## config.mk

```make
export PLATFORM = sky130hd
export DESIGN_NAME = jmp_fetch
export DESIGN_NICKNAME = d
export VERILOG_FILES = /design/src/rtl/jmp_fetch.sv
export SDC_FILE = /design/constraint.sdc
export NUM_CORES = 1
export LEC_CHECK = 0
export ABC_CLOCK_PERIOD_IN_PS = 4150
export CORE_MARGIN = 2
export CORE_UTILIZATION = 54
export CTS_BUF_LIST = sky130_fd_sc_hd__clkbuf_4 sky130_fd_sc_hd__clkbuf_8
export CTS_CLUSTER_SIZE = 40
export DETAILED_ROUTE_END_ITERATION = 7
export GPL_ROUTABILITY_DRIVEN = 1
export PLACE_DENSITY_LB_ADDON = 0.1
export SKIP_LAST_GASP = 1
export SYNTH_ARGS = -nofsm -noshare
export SYNTH_HDL_FRONTEND = slang
export SYNTH_SLANG_ARGS = --single-unit
```

## constraint.sdc

```tcl
create_clock -name clk -period 4.15 [get_ports clk]
set_input_delay 0.83 -clock clk [delete_from_list [all_inputs] [get_ports clk]]
set_output_delay 0.83 -clock clk [all_outputs]
set_load 0.02 [all_outputs]
```

## src/rtl/jmp_fetch.sv

```systemverilog
// Byte-serial fetch of a 3-byte 8080 jump (opcode, lo, hi) with opcode check.
// Define JMP_FETCH_COND_EN to also accept conditional jumps (11ccc010).
module jmp_fetch #(
    parameter int DATA_LAT = 1
) (
    input  logic        clk,
    input  logic        reset,
    input  logic        start,
    output logic        rd,
    input  logic [7:0]  data_in,
    input  logic        src_valid,
    output logic        busy,
    output logic        done,
    output logic        jmp_ok,
    output logic        err,
    output logic [1:0]  err_code,
    output logic [7:0]  opcode,
    output logic [15:0] target,
    output logic        cond
);

`ifdef JMP_FETCH_COND_EN
    localparam bit COND_EN = 1'b1;
`else
    localparam bit COND_EN = 1'b0;
`endif

    localparam logic [3:0] LAT = 4'(DATA_LAT);

    typedef enum logic [2:0] {IDLE, STROBE, WAIT, CHECK, DONE} state_t;

    state_t     state;
    logic [3:0] cnt;
    logic [1:0] idx;

    function automatic logic is_cond(input logic [7:0] op);
        return COND_EN && (op[7:6] == 2'b11) && (op[2:0] == 3'b010);
    endfunction

    function automatic logic op_ok(input logic [7:0] op);
        return (op == 8'hC3) || is_cond(op);
    endfunction

    always_ff @(posedge clk) begin
        if (reset) begin
            state    <= IDLE;
            cnt      <= '0;
            idx      <= '0;
            rd       <= 1'b0;
            busy     <= 1'b0;
            done     <= 1'b0;
            jmp_ok   <= 1'b0;
            err      <= 1'b0;
            err_code <= 2'b00;
            opcode   <= 8'h00;
            target   <= 16'h0000;
            cond     <= 1'b0;
        end else begin
            rd   <= 1'b0;
            done <= 1'b0;
            case (state)
                IDLE: begin
                    if (start) begin
                        jmp_ok   <= 1'b0;
                        err      <= 1'b0;
                        err_code <= 2'b00;
                        cond     <= 1'b0;
                        idx      <= 2'd0;
                        busy     <= 1'b1;
                        if (src_valid) begin
                            state <= STROBE;
                            rd    <= 1'b1;
                        end else begin
                            state    <= DONE;
                            done     <= 1'b1;
                            err      <= 1'b1;
                            err_code <= 2'b01;
                        end
                    end
                end
                STROBE: begin
                    state <= WAIT;
                    cnt   <= LAT;
                end
                WAIT: begin
                    if (cnt == 4'd1) begin
                        case (idx)
                            2'd0: begin
                                opcode <= data_in;
                                state  <= CHECK;
                            end
                            2'd1: begin
                                target[7:0] <= data_in;
                                idx         <= 2'd2;
                                // source availability is only sampled ahead of a strobe
                                if (src_valid) begin
                                    state <= STROBE;
                                    rd    <= 1'b1;
                                end else begin
                                    state    <= DONE;
                                    done     <= 1'b1;
                                    err      <= 1'b1;
                                    err_code <= 2'b01;
                                end
                            end
                            default: begin
                                target[15:8] <= data_in;
                                state        <= DONE;
                                done         <= 1'b1;
                                jmp_ok       <= 1'b1;
                                cond         <= is_cond(opcode);
                            end
                        endcase
                    end else begin
                        cnt <= cnt - 4'd1;
                    end
                end
                CHECK: begin
                    if (op_ok(opcode)) begin
                        idx <= 2'd1;
                        if (src_valid) begin
                            state <= STROBE;
                            rd    <= 1'b1;
                        end else begin
                            state    <= DONE;
                            done     <= 1'b1;
                            err      <= 1'b1;
                            err_code <= 2'b01;
                        end
                    end else begin
                        state    <= DONE;
                        done     <= 1'b1;
                        err      <= 1'b1;
                        err_code <= 2'b10;
                    end
                end
                DONE: begin
                    state <= IDLE;
                    busy  <= 1'b0;
                end
                default: begin
                    state <= IDLE;
                    busy  <= 1'b0;
                end
            endcase
        end
    end

endmodule

```

==> flow_metrics.env <==
export IMPL_outcome="finished, final reports clean"
export IMPL_fin_nets=231
export IMPL_synth_edff_count=0
export IMPL_min_period_over_period=0.560
export IMPL_cap_violations=0
export IMPL_syn_cell_area_um2=1740
export IMPL_final_common_cell="clkdlybuf4s50_1"
export IMPL_worstSetupEndpointType="flip-flop"
export IMPL_fin_hold_ws_ns=0.471
export IMPL_max_stage_delay_ns=1.31
export IMPL_first_iter_violations=109
export IMPL_wl_per_cell_um=14.6
export IMPL_reg2reg_slack_ns=1.89
export IMPL_diodes=0
export IMPL_area_growth_pct=27.8
export IMPL_grt_total_usage=0.230
export IMPL_dr_pass1_iters=4
export IMPL_postCtsHoldBufs=0
export IMPL_cts_resized=0
export IMPL_ios=44
export IMPL_hold_path_class="flip-flop to flip-flop"
export IMPL_dieArea_um2=3690
export IMPL_grt_max_degree=38
export IMPL_path_buf_inv=1
export IMPL_crit_chain="clkdlybuf4s50_1, nor2_1, and3_1"
export IMPL_setup_viol=0
export IMPL_power_leakage_nw=0.993
export IMPL_synth_yosys_seq_area_share=0.460
export IMPL_port_buffers=42
export IMPL_critPathTopFamily="buffers and inverters"
export IMPL_cp_start_kind="primary input"
export IMPL_worstPathArrival_ns=2.57
export IMPL_finClkSkew_ns=0.0116
export IMPL_synth_fp_nets=193
export IMPL_final_core_util=0.728
export IMPL_gp_congestion=0.750
export IMPL_synth_main_ff_cell="dfxtp_1"
export IMPL_cts_htree_levels=2
export IMPL_regArea_um2=801
export IMPL_hold_depth=2
export IMPL_ctsRootBufferMaster="clkbuf_4"
export IMPL_hold_start="err"
export IMPL_multi_input_area_um2=870
export IMPL_fmax_mhz=430
export IMPL_drc_errors=0
export IMPL_crit_slowest_cell="clkdlybuf4s50_1"
export IMPL_post_cts_buffers=0
export IMPL_fillers=235
export IMPL_ant_nets=0
export IMPL_r2r_start="cnt[1]"
export IMPL_avgSynthCellArea_um2=9.72
export IMPL_synthArstFlopShare=0
export IMPL_cts_max_path_buffers=2
export IMPL_ys_types=48
export IMPL_antenna_found_initial=0
export IMPL_period_minus_slack_ns=2.32
export IMPL_hold_viol_final=0
export IMPL_min_to="err"
export IMPL_overflow=0
export IMPL_die_x_um=60.8
export IMPL_grt_pass1_vias=1343
export IMPL_vias_per_cell=5.50
export IMPL_layout_common_cells="clkdlybuf4s50_1 (42), dfxtp_1 (40), nor2_1 (29)"
export IMPL_reg2reg_to="done"
export IMPL_insertion_delay_ns=0.35
export IMPL_ys_warn_count=0
export IMPL_die_h_um=60.8
export IMPL_core_rowCount=20
export IMPL_tns_ns=0
export IMPL_vdd_drop_max_uv=223
export IMPL_worstSetupPathType="primary input to flip-flop"
export IMPL_vias=1441
export IMPL_cts_sinks=40
export IMPL_reg2regPathDepth=6
export IMPL_hpwl_um=2800
export IMPL_path_max_fanout=37
export IMPL_core_area_um2=3050
export IMPL_drive_gt1_frac=0.0688
export IMPL_grt_pass1_wl_um=6160
export IMPL_cts_tree="yes"
export IMPL_rsz0062_at_grt="no"
export IMPL_initial_core_util=0.570
export IMPL_cts_buffers=5
export IMPL_worstMarginPinSlew_ns=1.26
export IMPL_slew_limit_headroom=0.157
export IMPL_slew_violations=0
export IMPL_wirelength_um=3830
export IMPL_synth_cells=179
export IMPL_power_per_cell_area_nw_per_um2=323
export IMPL_clkSlewWorstSetupHoldPaths_ns=0.11
export IMPL_required_ns=4.39
export IMPL_ys_seq_elements=40
## metal layers
metal / vias to the layer above / track usage / share of wire
met5: - / 0 / 0
met3: 6 / 0.0682 / 0.046
li1: 706 / - / -
met1: 692 / 0.260 / 0.41
met2: 37 / 0.409 / 0.53
met4: 0 / 0.0807 / 0.014
## power by group
group          internal [mW]  total, mW  switching, mW
clock network         0.0967      0.212          0.116
registers              0.395      0.411         0.0168
logic                 0.0454     0.0935         0.0481
total                  0.537      0.717          0.181
## state kept, by name, summed over array words and instances, names as in the netlist
| name | flops |
|---|---|
| target | 16 |
| opcode | 8 |
| cnt | 4 |
| state | 3 |
| err_code | 2 |
| idx | 2 |
| busy | 1 |
| done | 1 |
| err | 1 |
| jmp_ok | 1 |
| rd | 1 |
## synth_stat cells (2+ instances only)
| library cell | count | area (µm²) |
|---|---|---|
| a31oi_1 | 2 | 12.5 |
| nand4_1 | 2 | 12.5 |
| buf_4 | 3 | 22.5 |
| nand2_1 | 8 | 30.0 |
| inv_1 | 3 | 11.3 |
| a21oi_1 | 8 | 40.0 |
| mux2i_1 | 24 | 240 |
| and2_1 | 2 | 12.5 |
| nor2b_1 | 5 | 31.3 |
| dfxtp_1 | 40 | 801 |
| and3b_1 | 2 | 17.5 |
| buf_2 | 4 | 20.0 |
| clkbuf_1 | 4 | 15.0 |
| nor2_1 | 29 | 109 |
| o21ai_0 | 4 | 20.0 |
| ha_1 | 2 | 25.0 |
| nor3_1 | 2 | 10.0 |
| and3_1 | 3 | 18.8 |
| nand3_1 | 2 | 10.0 |
| a21o_1 | 2 | 15.0 |
## worst max path at each step
stage	to	depth (start not counted)	startpoint	slack, ns
global placement	cnt[3]	3	reset	1.48
CTS	done	3	reset	1.84
finish	done	3	reset	1.83
detailed placement	cnt[3]	3	reset	1.47
global route	state[1]	3	reset	1.68
floorplan	done	4	start	2.42
## worst min-delay path: stages (launching register included)
cell and delay, ns:
dfxtp_1 0.33, nand2_1 0.05, a21oi_1 0.05
## stage by stage
stage	instance area, µm²	total power [mW]	cells	setup slack, ns
6_report	2220	0.717	262	1.83
5_1_grt	2220	0.746	262	1.68
4_1_cts	2220	0.722	262	1.84
3_5_place_dp	2160	0.513	254	1.47
3_3_place_gp	2160	0.508	254	1.48
2_1_floorplan	1740	0.480	179	2.42
## cell families after synthesis
logic type | share of synthesized area
AOI/OAI and AO/OA | 0.107
adders and majority gates | 0.0144
buffers and inverters | 0.0396
DFF | 0.460
muxes | 0.145
other | 0.00216
and+or+nand+nor | 0.232
## final cells by class
cell class,instances,area share
timing repair buffer,42,0.189
clock buffer,8,0.0298
tap,44,0.0248
multi-input combinational,125,0.391
inverter,3,0.00506
sequential,40,0.360
Note: power is estimated with default switching activity, not from simulation.
